`config.mk`:
```
export PLATFORM = sky130hd
export DESIGN_NAME = axil_rr_arbiter
export DESIGN_NICKNAME = d
export VERILOG_FILES = /design/src/rtl/axil_arb_pkg.sv /design/src/rtl/rr_pick.sv /design/src/rtl/axil_rr_arbiter.sv
export SDC_FILE = /design/constraint.sdc
export NUM_CORES = 1
export LEC_CHECK = 0
export ABC_AREA = 1
export BUFFER_PORTS_ARGS = -buffer_cell sky130_fd_sc_hd__buf_2
export CORE_AREA = 2 2 177 179
export CTS_BUF_LIST = sky130_fd_sc_hd__clkbuf_4 sky130_fd_sc_hd__clkbuf_8
export CTS_CLUSTER_DIAMETER = 50
export DETAILED_ROUTE_END_ITERATION = 8
export DIE_AREA = 0 0 179 181
export GPL_TIMING_DRIVEN = 0
export PLACE_DENSITY = 0.34
export SLEW_MARGIN = 25
export SYNTH_ARGS = -nofsm -noshare
export SYNTH_HDL_FRONTEND = slang
export SYNTH_SLANG_ARGS = --single-unit
```
`constraint.sdc`:
```
create_clock -name clk -period 2.19 [get_ports clk]
set_input_delay 0 -clock clk [delete_from_list [all_inputs] [get_ports clk]]
set_output_delay 0 -clock clk [all_outputs]
set_load 0.005 [all_outputs]
```
`src/rtl/axil_arb_pkg.sv`:
```
// Shared types and constants for the AXI-Lite round-robin arbiter.
// Holds the per-path FSM state encodings and the AXI-Lite response codes.
package axil_arb_pkg;

    typedef enum logic [1:0] {
        W_IDLE = 2'd0,
        W_ADDR = 2'd1,
        W_RESP = 2'd2
    } wr_state_e;

    typedef enum logic [1:0] {
        R_IDLE = 2'd0,
        R_ADDR = 2'd1,
        R_DATA = 2'd2
    } rd_state_e;

    localparam logic [1:0] OKAY   = 2'b00;
    localparam logic [1:0] SLVERR = 2'b10;

endpackage

```
`src/rtl/rr_pick.sv`:
```
// Round-robin picker: first set request bit searching upward from last+1 with wrap.
module rr_pick #(
    parameter int unsigned N    = 2,
    parameter int unsigned IDXW = 1
) (
    input  logic [N-1:0]    req,
    input  logic [IDXW-1:0] last,
    output logic [IDXW-1:0] idx,
    output logic            any
);

    logic [IDXW:0]   sum;
    logic [IDXW-1:0] cand;

    // Scan from the farthest candidate down so the nearest one after last wins.
    always_comb begin
        idx  = '0;
        any  = |req;
        sum  = '0;
        cand = '0;
        for (int i = int'(N); i > 0; i--) begin
            sum  = {1'b0, last} + (IDXW+1)'(i);
            cand = (sum >= (IDXW+1)'(N)) ? IDXW'(sum - (IDXW+1)'(N)) : IDXW'(sum);
            if (req[cand]) begin
                idx = cand;
            end
        end
    end

endmodule

```
`src/rtl/axil_rr_arbiter.sv`:
```
// N-to-1 AXI-Lite arbiter with independent round-robin write and read paths.
// One transaction in flight per path; the owning index doubles as the downstream ID.
module axil_rr_arbiter
    import axil_arb_pkg::*;
#(
    parameter  int unsigned N          = 2,
    parameter  int unsigned AW         = 32,
    parameter  int unsigned DW         = 32,
    parameter  int unsigned STRB_WIDTH = DW / 8,
    localparam int unsigned IDXW       = (N > 2) ? $clog2(N) : 1
) (
    input  logic                    clk,
    input  logic                    reset,

    input  logic [N*AW-1:0]         s_axil_awaddr,
    input  logic [N*3-1:0]          s_axil_awprot,
    input  logic [N-1:0]            s_axil_awvalid,
    output logic [N-1:0]            s_axil_awready,
    input  logic [N*DW-1:0]         s_axil_wdata,
    input  logic [N*STRB_WIDTH-1:0] s_axil_wstrb,
    input  logic [N-1:0]            s_axil_wvalid,
    output logic [N-1:0]            s_axil_wready,
    output logic [N*2-1:0]          s_axil_bresp,
    output logic [N-1:0]            s_axil_bvalid,
    input  logic [N-1:0]            s_axil_bready,
    input  logic [N*AW-1:0]         s_axil_araddr,
    input  logic [N*3-1:0]          s_axil_arprot,
    input  logic [N-1:0]            s_axil_arvalid,
    output logic [N-1:0]            s_axil_arready,
    output logic [N*DW-1:0]         s_axil_rdata,
    output logic [N*2-1:0]          s_axil_rresp,
    output logic [N-1:0]            s_axil_rvalid,
    input  logic [N-1:0]            s_axil_rready,

    output logic [AW-1:0]           m_axil_awaddr,
    output logic [2:0]              m_axil_awprot,
    output logic                    m_axil_awvalid,
    input  logic                    m_axil_awready,
    output logic [DW-1:0]           m_axil_wdata,
    output logic [STRB_WIDTH-1:0]   m_axil_wstrb,
    output logic                    m_axil_wvalid,
    input  logic                    m_axil_wready,
    input  logic [1:0]              m_axil_bresp,
    input  logic                    m_axil_bvalid,
    output logic                    m_axil_bready,
    output logic [AW-1:0]           m_axil_araddr,
    output logic [2:0]              m_axil_arprot,
    output logic                    m_axil_arvalid,
    input  logic                    m_axil_arready,
    input  logic [DW-1:0]           m_axil_rdata,
    input  logic [1:0]              m_axil_rresp,
    input  logic                    m_axil_rvalid,
    output logic                    m_axil_rready,

    output logic [IDXW-1:0]         wr_grant,
    output logic [IDXW-1:0]         rd_grant
);

    wr_state_e       wr_state;
    rd_state_e       rd_state;
    logic [IDXW-1:0] last_wr;
    logic [IDXW-1:0] last_rd;
    logic            aw_done;
    logic            w_done;
    logic [IDXW-1:0] wr_pick;
    logic [IDXW-1:0] rd_pick;
    logic            wr_any;
    logic            rd_any;
    logic            aw_hs;
    logic            w_hs;

    rr_pick #(.N(N), .IDXW(IDXW)) u_wr_pick (
        .req  (s_axil_awvalid),
        .last (last_wr),
        .idx  (wr_pick),
        .any  (wr_any)
    );

    rr_pick #(.N(N), .IDXW(IDXW)) u_rd_pick (
        .req  (s_axil_arvalid),
        .last (last_rd),
        .idx  (rd_pick),
        .any  (rd_any)
    );

    assign aw_hs = m_axil_awvalid & m_axil_awready;
    assign w_hs  = m_axil_wvalid & m_axil_wready;

    // Write path: only the granted requester is connected; everyone else sees zeros.
    always_comb begin
        m_axil_awaddr  = '0;
        m_axil_awprot  = '0;
        m_axil_awvalid = 1'b0;
        m_axil_wdata   = '0;
        m_axil_wstrb   = '0;
        m_axil_wvalid  = 1'b0;
        m_axil_bready  = 1'b0;
        s_axil_awready = '0;
        s_axil_wready  = '0;
        s_axil_bvalid  = '0;
        s_axil_bresp   = '0;
        for (int i = 0; i < int'(N); i++) begin
            if ((IDXW'(i) == wr_grant) && (wr_state != W_IDLE)) begin
                m_axil_awaddr = s_axil_awaddr[i*AW +: AW];
                m_axil_awprot = s_axil_awprot[i*3 +: 3];
                m_axil_wdata  = s_axil_wdata[i*DW +: DW];
                m_axil_wstrb  = s_axil_wstrb[i*STRB_WIDTH +: STRB_WIDTH];
                if (wr_state == W_ADDR) begin
                    m_axil_awvalid    = s_axil_awvalid[i] & ~aw_done;
                    s_axil_awready[i] = m_axil_awready & ~aw_done;
                    m_axil_wvalid     = s_axil_wvalid[i] & ~w_done;
                    s_axil_wready[i]  = m_axil_wready & ~w_done;
                end
                if (wr_state == W_RESP) begin
                    m_axil_bready        = s_axil_bready[i];
                    s_axil_bvalid[i]     = m_axil_bvalid;
                    s_axil_bresp[i*2 +: 2] = m_axil_bresp;
                end
            end
        end
    end

    // Read path mux, same scheme as the write path.
    always_comb begin
        m_axil_araddr  = '0;
        m_axil_arprot  = '0;
        m_axil_arvalid = 1'b0;
        m_axil_rready  = 1'b0;
        s_axil_arready = '0;
        s_axil_rvalid  = '0;
        s_axil_rdata   = '0;
        s_axil_rresp   = '0;
        for (int i = 0; i < int'(N); i++) begin
            if ((IDXW'(i) == rd_grant) && (rd_state != R_IDLE)) begin
                m_axil_araddr = s_axil_araddr[i*AW +: AW];
                m_axil_arprot = s_axil_arprot[i*3 +: 3];
                if (rd_state == R_ADDR) begin
                    m_axil_arvalid    = s_axil_arvalid[i];
                    s_axil_arready[i] = m_axil_arready;
                end
                if (rd_state == R_DATA) begin
                    m_axil_rready          = s_axil_rready[i];
                    s_axil_rvalid[i]       = m_axil_rvalid;
                    s_axil_rdata[i*DW +: DW] = m_axil_rdata;
                    s_axil_rresp[i*2 +: 2]   = m_axil_rresp;
                end
            end
        end
    end

    // AW and W may land in either order; the done flags remember which already fired.
    always_ff @(posedge clk or posedge reset) begin
        if (reset) begin
            wr_state <= W_IDLE;
            wr_grant <= '0;
            last_wr  <= IDXW'(N - 1);
            aw_done  <= 1'b0;
            w_done   <= 1'b0;
        end else begin
            case (wr_state)
                W_IDLE: begin
                    if (wr_any) begin
                        wr_grant <= wr_pick;
                        wr_state <= W_ADDR;
                    end
                end
                W_ADDR: begin
                    if ((aw_done | aw_hs) && (w_done | w_hs)) begin
                        aw_done  <= 1'b0;
                        w_done   <= 1'b0;
                        wr_state <= W_RESP;
                    end else begin
                        aw_done <= aw_done | aw_hs;
                        w_done  <= w_done | w_hs;
                    end
                end
                W_RESP: begin
                    if (m_axil_bvalid && m_axil_bready) begin
                        last_wr  <= wr_grant;
                        wr_state <= W_IDLE;
                    end
                end
                default: wr_state <= W_IDLE;
            endcase
        end
    end

    always_ff @(posedge clk or posedge reset) begin
        if (reset) begin
            rd_state <= R_IDLE;
            rd_grant <= '0;
            last_rd  <= IDXW'(N - 1);
        end else begin
            case (rd_state)
                R_IDLE: begin
                    if (rd_any) begin
                        rd_grant <= rd_pick;
                        rd_state <= R_ADDR;
                    end
                end
                R_ADDR: begin
                    if (m_axil_arvalid && m_axil_arready) begin
                        rd_state <= R_DATA;
                    end
                end
                R_DATA: begin
                    if (m_axil_rvalid && m_axil_rready) begin
                        last_rd  <= rd_grant;
                        rd_state <= R_IDLE;
                    end
                end
                default: rd_state <= R_IDLE;
            endcase
        end
    end

endmodule

```
Yosys cells after proc, flatten, opt, wreduce, memory -nomap -nowiden
Cells that the tools add are included.
Word-level totals
  bits in registers: 10
  word-level logic and storage cells: 150
  output and inout bits: 195
  input port bits: 265
Cells by class
  bitwise operators: 14
  reductions and logical operators: 20
  multiplexer cells: 82
  equality and inequality tests: 10
  $lt $le $gt $ge: 8
  add/subtract/negate cells: 8
Operator list (count)
  two-way mux 32 bit: 9
  two-way mux 1 bit: 53
  two-way mux 2 bit: 12
  two-way mux 3 bit: 4
  one-hot mux 2 bit (3 select lines): 2
  != test 2 x 1 -> 1 bit (second input constant): 5
  AND 1 bit: 8
  greater-or-equal comparator 2 bit (second input constant): 4
  logical AND 1 bit: 8
  less-than comparator 1 x 2 -> 1 bit (second input constant): 4
  two-way mux 4 bit: 2
  AND reduction 2 bit: 4
  AND reduction 3 bit: 2
  adder 1 x 1 -> 2 bit (second input constant): 2
  adder 1 x 2 -> 2 bit (second input constant): 2
  == test 2 x 1 -> 1 bit (second input constant): 2
  == test 2 bit (second input constant): 2
  logical NOT 2 bit: 2
  NOT 1 bit: 4
  nonzero test 2 bit: 2
  OR reduction 2 bit: 2
  subtractor 1 bit (second input constant): 4
  != test 2 bit (second input constant): 1
  OR 1 bit: 2

Logic depth before layout (Yosys ltp)
Gate-level depths: netlist of run 1.
  depth after elaboration: 11
  gate-level depth with buffers: 9

Cells and area by module
Synthesis of run 1 repeated with hierarchy kept, for this count alone.
Unflattened totals
  cell total of the unflattened synthesis: 588
  area total of the unflattened synthesis: 2693.8 µm²
By module, submodules not included
  axil_rr_arbiter: area an instance 2663.8 µm², times used 1, cells an instance 582
  rr_pick: area an instance 15.0 µm², times used 2, cells an instance 3

Worst setup path after synthesis of run 1
Ideal clock, no wire load.
  path kind: reg2reg
  start point: register wr_grant
  end point: register wr_state[1]
  required time: 2.070 ns
  slack: 1.069 ns
  stages on the path, launching flop included: 10
  clock period less this slack: 1.121 ns
  arrival: 1.001 ns
  path through: dfrtp_1 > buf_4 > inv_4 > nand2_1 > nand2_1 > o21bai_2 > nand2_1 > a21oi_1 > nand2_1 > nand2_1
Between the ends
  longest elaborated chain between the ends: 10
  elaborated cells between the ends (all ways): 21
  those cells by class: eq/ne: 2; mux: 9; bitwise: 5; reduce/logical: 5
RTL lines
  from (decl): line axil_rr_arbiter.sv:55  | output logic [IDXW-1:0] wr_grant,
  from (signal assigned): line axil_rr_arbiter.sv:163  | wr_grant <= wr_pick;
  NOT 1 bit: line axil_rr_arbiter.sv:103  | if ((IDXW'(i) == wr_grant) && (wr_state != W_IDLE)) begin
  logical AND 1 bit: line axil_rr_arbiter.sv:103
  two-way mux 1 bit: line axil_rr_arbiter.sv:103
  two-way mux 1 bit: line axil_rr_arbiter.sv:108  | if (wr_state == W_ADDR) begin
  two-way mux 1 bit: line axil_rr_arbiter.sv:103
  AND 1 bit (on tied branches): line axil_rr_arbiter.sv:86, axil_rr_arbiter.sv:87
  OR 1 bit: line axil_rr_arbiter.sv:168  | if ((aw_done | aw_hs) && (w_done | w_hs)) begin
  logical AND 1 bit: line axil_rr_arbiter.sv:168
  != test 2 x 1 -> 1 bit (no line)
  AND reduction 3 bit (no line) *
  to (signal assigned): line axil_rr_arbiter.sv:164  | wr_state <= W_ADDR;
  to (signal assigned): line axil_rr_arbiter.sv:171  | wr_state <= W_RESP;
  to (signal assigned): line axil_rr_arbiter.sv:180  | wr_state <= W_IDLE;
  to (decl): line axil_rr_arbiter.sv:59  | wr_state_e wr_state;
Every way passes the cells marked *; elsewhere a longest branch is shown, timed or not.
A chain may end at the register's enable or synchronous reset.

Final worst setup path of run 1
  start point: register wr_grant
  end point: output port m_axil_wdata[5]
Between the ends
  longest elaborated chain between the ends: 4
  elaborated cells between the ends (all ways): 5
  those cells by class: mux: 2; bitwise: 1; reduce/logical: 2
RTL lines
  NOT 1 bit: line axil_rr_arbiter.sv:103
  logical AND 1 bit: line axil_rr_arbiter.sv:103
  two-way mux 32 bit: line axil_rr_arbiter.sv:103
  two-way mux 32 bit *: line axil_rr_arbiter.sv:103
  to (decl): line axil_rr_arbiter.sv:39  | output logic [DW-1:0] m_axil_wdata,
Marked as above.

==> results of run 1 <==
## worst max-delay path by stage
stage                        start              end  depth (start not counted)
after global routing      wr_grant  m_axil_wdata[0]                          6
after CTS                 wr_grant  m_axil_wdata[0]                          6
after detailed placement  wr_grant  m_axil_wdata[0]                          6
after global placement    wr_grant  m_axil_wdata[0]                          6
after floorplan           wr_grant      wr_state[1]                          9
final                     wr_grant  m_axil_wdata[5]                          6
## tightest hold or removal path, stage by stage
cell,delay [ns]
buf_2,0.09
nand2_1,0.07
nand2_1,0.06
## repair_timing
action	in CTS	in global routing
endpoints found under the hold margin	8	0
setup endpoints to repair	0	0
hold buffers	1	0
## sequential cells by signal (all words and copies together) (netlist names)
name,count
aw_done,1
last_rd,1
last_wr,1
rd_grant,1
rd_state,2
w_done,1
wr_grant,1
wr_state,2
## power breakdown
group          leakage, nW  internal [mW]  switching, mW
Clock               0.0288          0.158         0.0724
Combinational         3.58           2.05           3.28
Sequential           0.120          0.281         0.0766
Total                 3.73           2.48           3.43
## logic make-up after synthesis
| family | Yosys count |
|---|---|
| buf+inv | 72 |
| compound gates | 12 |
| flops | 10 |
| simple gates | 494 |
## routing by layer
layer  wire length [um]  up-vias  part of all wire  GRT usage
li1                   -     2761                 -          -
met1               7063     2330              0.35     0.1092
met2              10940      298              0.54     0.2389
met3               2052       24              0.10    0.02862
met4                345        6             0.017    0.02276
met5                 45        -            0.0022          0
## synthesized netlist by cell type, types with 2 or more instances
library cell,n
nand3_1,112
inv_1,22
nor2_1,96
buf_4,3
a21oi_1,4
nand2_1,279
dfrtp_1,8
dfstp_2,2
buf_6,3
inv_2,4
clkbuf_1,3
and2_1,2
o21ai_0,6
buf_2,35
## cell type report
class | count | area, sq um | share of cell area
Timing Repair Buffer | 460 | 2307 | 0.4144
Clock buffer | 4 | 55.05 | 0.009888
Antenna cell | 1 | 2.502 | 0.0004494
Multi-Input combinational cell | 506 | 2105 | 0.3780
Inverter | 27 | 103.9 | 0.01865
Sequential cell | 10 | 252.7 | 0.04539
Tap cell | 396 | 495.5 | 0.08899
Buffer | 45 | 246.5 | 0.04427
## stage by stage
step	setup slack, ns	cells	util
6_report	0.3287	1449	0.1835
4_1_cts	0.2288	1448	0.1834
3_5_place_dp	0.4894	1443	0.1812
3_3_place_gp	0.4770	1443	0.1812
2_1_floorplan	1.069	588	-
5_1_grt	0.1646	1448	0.1834
==> results.md, run 1 <==
* Ys flop type: dfrtp_1
* Layout area overhead at 105.6%
* First-pass GRT wire length at 29.00 mm
* Buffer count from post-CTS setup fixing at 0
* Max Clock Skew at 0.002304 ns
* DP Area at 5500 sq um
* DRT antenna net count at 0
* Mapped Cells at 588
* Hold Path Cell Cnt at 3
* Core box area at 30350 sq um
* Gr usage total at 0.1146
* Slowest stage delay, CP at 0.44 ns
* FP Rows at 64
* Via/cell ratio at 3.740
* Min Clock Period, post-route at 1.861 ns
* Layout fillers at 3670
* Starting Density at 0.08922
* Largest net degree at the start of global routing at 11
* Final Max Tran Viols at 0
* Die height at 181 um
* Type of element launching the critical path: register
* Post-detail-place hpwl at 17.92 mm
* CP Capture Type: output port
* DR WL/cell at 14.11 um
* Simple-gate share of the synthesized area at 0.7509
* Most frequent cells in the layout: 494 x buf_2, 279 x nand2_1, 112 x nand3_1, 96 x nor2_1, 22 x inv_1
* CTS sink cnt at 10
* Lkg Pwr at 3.728 nW
* Post-synth top area share at 0.3868
* Iteration-0 DRC Markers at 162
* Buf/Inv on CP at 4
* Vias in the first global route at 5358
* Setup CP Type: reg2out
* Hold violation count in the final report at 0
* Hold Path Sink: rd_state[1]
* Sequential element share of the synthesized area at 0.09335
* Final instance area at 5568 sq um
* Largest family of logic cells by synthesized area: simple AND/OR/NAND/NOR gates
* Hold slack at 0.02144 ns
* Pre-antenna DRT Iters at 5
* CTS root buf: clkbuf_8
* Reg2reg end: wr_state[1]
* # H-tree levels at 1
* R2R cell count at 9
* Slew HR at 0.6447
* Post-CTS Resized at 0
* CTS tree: done
* Slowest CP cell: buf_1
* #FFs+latches synth at 10
* Hold Startpoint: m_axil_arready
* RD Place Congestion at 0.7972
* IO Port Bufs at 459
* Critical Path Fanout Max at 10
* Mux cell area share after synthesis at 0
* Synth cell types at 23
* R2R setup slack at 0.76 ns
* Most common cell after layout, fill and taps aside: buf_2
* Max-cap violations at 0
* Fmax at 537.3 MHz
* Ordered list of cells on the worst path: buf_4 > inv_4 > buf_1 > nand3_1 > nand2_1 > buf_2
* Total congestion overflow at 0
* Synth Area in XOR/XNOR at 0
* Final TNS setup at 0 ns
* Outcome: finished clean
* Ys Warns at 0
* Clock Latency Late Sink at 0.23 ns
* Avg Synthesized Cell Area at 4.605 sq um
* Pwr per Cell Area at 1063 nW/um^2
* Die X at 179 um
* Drt drc at 0
* Hold/Removal Path Class: in2reg
* Nets at 1318
* Clock transition at path regs at 0.05 ns
* Tcrit/Tclk final at 0.8499
* Cell area after synthesis at 2708 sq um
* Crit path required time at 2.19 ns
* Slew @ Worst Pin at 0.5329 ns
* Die area at 32400 sq um
* Io pins at 460
* Total chip power at 5.917 mW
* Peak supply drop at 0.3127 mV
* Layout cells sized above 1 at 0.4905
* Largest area contributor in the netlist: nand2_1
* R2R Path Start: wr_grant
* Ranking of synthesized cells by area: nand2_1 39%, nand3_1 21%, nor2_1 13%, dfrtp_1 7.4%, buf_2 6.5%
* Vias at 5419
* Critical Path AT at 1.86 ns
* Synth Net Count at 853
* Final WL at 20.45 mm
* Cell family with most CP delay: buffers and inverters
* CTS buffer count at 3
* RSZ-0062 raised after global routing: no
* Post-synth EDFFs at 0
* Adder-Cell Fraction of Synth Area at 0
* Initial antenna violation count at 4
* Max clock buf depth at 2
* Setup-failing EPs final at 0
* Synth Area in Compound Gates at 0.02634
* FFs w/ async S/R, synth at 1.000
Power figures use the tool's default switching activity.
==> inputs of run 2 (changes only) <==
--- a/config.mk
+++ b/config.mk
@@ -7,11 +7,11 @@
 export LEC_CHECK = 0
 export ABC_AREA = 1
 export BUFFER_PORTS_ARGS = -buffer_cell sky130_fd_sc_hd__buf_2
-export CORE_AREA = 2 2 177 179
+export CORE_AREA = 2 2 178 180
 export CTS_BUF_LIST = sky130_fd_sc_hd__clkbuf_4 sky130_fd_sc_hd__clkbuf_8
 export CTS_CLUSTER_DIAMETER = 50
 export DETAILED_ROUTE_END_ITERATION = 8
-export DIE_AREA = 0 0 179 181
+export DIE_AREA = 0 0 180 182
 export GPL_TIMING_DRIVEN = 0
 export PLACE_DENSITY = 0.34
 export SLEW_MARGIN = 25
==> constraint.sdc (replaced) <==
create_clock -name clk -period 1.9 [get_ports clk]
set_input_delay 0 -clock clk [delete_from_list [all_inputs] [get_ports clk]]
set_output_delay 0 -clock clk [all_outputs]
set_load 0.005 [all_outputs]
==> results.md, run 2 (same netlist as run 1, synthesis figures left out) <==
* Outcome: finished clean
* Initial antenna violation count at 4
* Die X at 180 um
* RD Place Congestion at 0.7514
* Most frequent cells in the layout: 494 x buf_2, 279 x nand2_1, 112 x nand3_1, 96 x nor2_1, 22 x inv_1
* R2R Path Start: wr_grant
* IO Port Bufs at 459
* Max Clock Skew at 0.001227 ns
* Slowest stage delay, CP at 0.38 ns
* CTS sink cnt at 10
* Starting Density at 0.08738
* Final TNS setup at 0 ns
* Clock Latency Late Sink at 0.24 ns
* Setup-failing EPs final at 0
* First-pass GRT wire length at 30.95 mm
* Max clock buf depth at 2
* Peak supply drop at 0.4165 mV
* CTS buffer count at 3
* Die area at 32760 sq um
* Crit path required time at 1.90 ns
* Vias at 5444
* # H-tree levels at 1
* FP Rows at 65
* Post-detail-place hpwl at 18.01 mm
* Io pins at 460
* Ordered list of cells on the worst path: buf_4 > inv_4 > buf_4 > buf_2 > nand3_1 > nand2_1 > buf_2
* Hold Path Cell Cnt at 3
* Slowest CP cell: dfrtp_1
* RSZ-0062 raised after global routing: no
* Cells after DPL at 1449
* CP Capture Type: output port
* Final worst slack at 0.1274 ns
* Gr usage total at 0.1189
* Largest net degree at the start of global routing at 11
* CTS tree: done
* DP Area at 5508 sq um
* Via/cell ratio at 3.742
* Comb power frac at 0.900
* Power Internal at 2.873 mW
* Final instance area at 5579 sq um
* Pwr per Cell Area at 1237 nW/um^2
* Buf/Inv on CP at 5
* Hold violation count in the final report at 0
* Slew HR at 0.6653
* Reg2reg end: wr_state[1]
* R2R setup slack at 0.40 ns
* Regs by FF count: rd_state: 2 flops, wr_state: 2 flops
* Reg power frac at 0.061
* DRT antenna net count at 0
* Cell family with most CP delay: buffers and inverters
* Net Sw Power at 4.027 mW
* Pre-antenna DRT Iters at 4
* R2R cell count at 9
* Setup CP Type: reg2out
* Die height at 182 um
* Non-Filler Instances at 1455
* Hold/Removal Path Class: in2reg
* Vias in the first global route at 5465
* Drt drc at 0
* Layout cells sized above 1 at 0.4914
* Critical Path AT at 1.77 ns
* Most common cell after layout, fill and taps aside: buf_2
* DR WL/cell at 14.20 um
* Max-cap violations at 0
* Slew @ Worst Pin at 0.5021 ns
* CTS root buf: clkbuf_8
* Core box area at 30990 sq um
* Nets at 1318
* Final WL at 20.66 mm
* Critical Path Fanout Max at 10
* Clock transition at path regs at 0.05 ns
* Layout area overhead at 106.1%
* Hold Startpoint: m_axil_arready
* Place WS at 0.2642 ns
* Total congestion overflow at 0
* Min Clock Period, post-route at 1.773 ns
* Net Sw Frac at 0.5836
* Tcrit/Tclk final at 0.9329
* Clk pwr share at 0.039
* Final Max Tran Viols at 0
* Type of element launching the critical path: register
* Hold Path Sink: rd_state[1]
* Iteration-0 DRC Markers at 180
* Lkg Pwr at 3.731 nW
* Fmax at 564.2 MHz
[run 2: cell count changes in the layout (fill, tap and decap cells not counted)]
cell	previous run	this run
buf_1	1	0
clkbuf_4	0	1
[run 2: stage by stage]
stage	total power, mW	hold WS (ns)	util
2_1_floorplan	3.771	-0.1613	-
3_3_place_gp	6.850	0.01641	0.1778
3_5_place_dp	6.770	0.03115	0.1778
4_1_cts	7.092	0.01496	0.1799
5_1_grt	7.794	0.04006	0.1800
6_report	6.899	0.01674	0.1801
[run 2: layout make-up]
class / count / area, sq um
multi-input combinational: 506 / 2105
clock buffer: 4 / 55.05
inverter: 27 / 103.9
antenna: 1 / 2.502
tap: 402 / 503.0
buffer: 45 / 250.2
sequential: 10 / 252.7
timing repair buffer: 460 / 2307
fill: 3776 / 25410
[run 2: routing by layer]
| metal | global-route usage | vias to the layer above | part of all wire | wire length, um |
|---|---|---|---|---|
| li1 | - | 2758 | - | - |
| met4 | 0.01789 | 2 | 0.0085 | 175 |
| met1 | 0.1222 | 2384 | 0.37 | 7602 |
| met5 | 0 | - | 0.00058 | 12 |
| met3 | 0.03289 | 12 | 0.090 | 1857 |
| met2 | 0.2405 | 288 | 0.53 | 11010 |
[run 2: worst max-delay path by stage]
stage / from / depth (start not counted) / end / slack [ns]
2_1_floorplan: wr_grant / 9 / wr_state[1] / 0.78
4_1_cts: wr_grant / 7 / m_axil_wstrb[3] / 0.05
3_3_place_gp: wr_grant / 6 / m_axil_wstrb[3] / 0.27
3_5_place_dp: wr_grant / 6 / m_axil_wstrb[3] / 0.26
5_1_grt: wr_grant / 6 / m_axil_wdata[6] / 0.004
6_report: wr_grant / 7 / m_axil_awaddr[18] / 0.13
[run 2: timing repair]
item / 4_1_cts / 5_1_grt
setup endpoints to repair: 1 / 1
hold endpoints to repair: 8 / 0
hold buffers: 1 / 0
gates resized for setup: 1 / 1
buffers inserted: 0 / 0
pin swaps: 0 / 0
[run 2: tightest hold or removal path, stage by stage]
cell and delay (ns):
buf_2 0.09, nand2_1 0.07, nand2_1 0.06
[run 2: power by group through the flow]
| stage | sequential [mW] | clock (mW) | combinational (mW) |
|---|---|---|---|
| 2_1_floorplan | 0.384 | 0 | 3.39 |
| 3_3_place_gp | 0.426 | 0 | 6.42 |
| 3_5_place_dp | 0.423 | 0 | 6.35 |
| 4_1_cts | 0.421 | 0.289 | 6.38 |
| 5_1_grt | 0.434 | 0.295 | 7.07 |
| 6_report | 0.419 | 0.271 | 6.21 |
==> inputs of run 3 (changes only) <==
--- a/config.mk
+++ b/config.mk
@@ -6,7 +6,7 @@
 export NUM_CORES = 1
 export LEC_CHECK = 0
 export ABC_AREA = 1
-export BUFFER_PORTS_ARGS = -buffer_cell sky130_fd_sc_hd__buf_2
+export BUFFER_PORTS_ARGS = -buffer_cell sky130_fd_sc_hd__clkbuf_2
 export CORE_AREA = 2 2 178 180
 export CTS_BUF_LIST = sky130_fd_sc_hd__clkbuf_4 sky130_fd_sc_hd__clkbuf_8
 export CTS_CLUSTER_DIAMETER = 50
==> results.md, run 3 (same netlist as run 1, synthesis figures left out) <==
* Power Internal at 2.871 mW
* RSZ-0062 raised after global routing: no
* Tcrit/Tclk final at 0.9234
* Die height at 182 um
* Lkg Pwr at 3.689 nW
* Setup-failing EPs final at 0
* Net Sw Power at 4.059 mW
* Fmax at 570.0 MHz
* CTS tree: done
* Post-detail-place hpwl at 18.02 mm
* First-pass GRT wire length at 30.28 mm
* Largest net degree at the start of global routing at 11
* Slew HR at 0.6944
* Pre-antenna DRT Iters at 4
* Hold/Removal Path Class: in2reg
* Final TNS setup at 0 ns
* Clock transition at path regs at 0.05 ns
* Fin util at 0.1802
* Final WL at 20.32 mm
* Peak supply drop at 0.5053 mV
* Most frequent cells in the layout: 460 x clkbuf_2, 279 x nand2_1, 112 x nand3_1, 96 x nor2_1, 34 x buf_2
* Hold violation count in the final report at 0
* Setup CP Type: reg2out
* Type of element launching the critical path: register
* RD Place Congestion at 0.7575
* Io pins at 460
* Critical Path Fanout Max at 10
* GR peak layer: met2
* Core box area at 30990 sq um
* Met2 usage at 0.2316
* Regs by FF count: rd_state: 2 flops, wr_state: 2 flops
* Reg power frac at 0.060
* Comb power frac at 0.901
* Most common cell after layout, fill and taps aside: clkbuf_2
* Total congestion overflow at 0
* Vias in the first global route at 5397
* # H-tree levels at 1
* Crit path required time at 1.90 ns
* Clk pwr share at 0.039
* Max clock buf depth at 2
* DRT antenna net count at 0
* Critical Path AT at 1.75 ns
* Starting Density at 0.08738
* Max-cap violations at 0
* Gr usage total at 0.1162
* Drt drc at 0
* DP Area at 5508 sq um
* FP Rows at 65
* Via/cell ratio at 3.748
* CTS buffer count at 3
* Met3 usage at 0.03450
* CTS sink cnt at 10
* IO Port Bufs at 459
* Min Clock Period, post-route at 1.754 ns
* Max Clock Skew at 0.0002381 ns
* Vias at 5453
* Layout area overhead at 106.2%
* Final instance area at 5583 sq um
* Iteration-0 DRC Markers at 167
* Final Max Tran Viols at 0
* Met1 Track Usage GR at 0.1190
* Clock Latency Late Sink at 0.24 ns
* CTS root buf: clkbuf_8
* Die X at 180 um
* Hold slack at 0.02245 ns
* Slew @ Worst Pin at 0.4584 ns
* Initial antenna violation count at 3
* Net Sw Frac at 0.5857
* Die area at 32760 sq um
* Outcome: finished clean
* Nets at 1318
* Pwr per Cell Area at 1241 nW/um^2
* DR WL/cell at 13.96 um
* CP Capture Type: output port
* Layout cells sized above 1 at 0.4924
-- run 3: cell count changes in the layout (fill, tap and decap cells not counted), sizes merged --
| cell | delta |
|---|---|
| clkbuf | +460 |
| buf | -460 |
-- run 3: critical path: stages (launching register included) --
cell	delay, ns
dfrtp_1	0.38
buf_4	0.19
inv_4	0.12
buf_4	0.23
clkbuf_4	0.25
nand3_1	0.09
nand2_1	0.12
clkbuf_2	0.13
-- run 3: final timing paths --
check / start / end / slack [ns] / cells after the start
min: m_axil_arready / rd_state[1] / 0.02 / 3
max: wr_grant / m_axil_awaddr[18] / 0.15 / 7
min in group asynchronous: reset / w_done / 0.30 / 3
max reg2reg: wr_grant / wr_state[1] / 0.35 / 9
min reg2reg: aw_done / aw_done / 0.49 / 2
max in group asynchronous: reset / last_rd / 1.26 / 3
-- run 3: power groups by stage --
stage	Sequential, mW	Combinational [mW]	Clock, mW
6_report	0.415	6.25	0.270
5_1_grt	0.436	7.09	0.292
4_1_cts	0.424	6.41	0.282
3_5_place_dp	0.427	6.38	0
3_3_place_gp	0.426	6.48	0
2_1_floorplan	0.384	3.39	0
-- run 3: through the flow --
step | power (mW) | cells | worst slack, ns
final | 6.930 | 1455 | 0.1456
after global routing | 7.818 | 1455 | 0.007502
after detailed placement | 6.803 | 1449 | 0.2510
after CTS | 7.115 | 1454 | 0.01980
after floorplan | 3.771 | 588 | 0.7790
after global placement | 6.903 | 1449 | 0.2646
-- run 3: layout make-up --
type | instances | area [sq um]
fill | 3751 | 25400
timing repair buffer | 460 | 2307
multi-input combinational | 506 | 2105
tap | 402 | 503.0
buffer | 45 | 254.0
sequential | 10 | 252.7
inverter | 27 | 103.9
clock buffer | 4 | 55.05
antenna | 1 | 2.502
-- run 3: timing repair --
item	in CTS	in global routing
endpoints found under the hold margin	8	0
endpoints found under the setup margin	1	4
resized for setup	1	4
hold buffers	1	0
setup buffers	0	0
-- run 3: layer usage --
metal,part of all wire,up-vias
li1,-,2760
met1,0.36,2364
met2,0.53,311
met3,0.098,16
met4,0.015,2
met5,0.00059,-
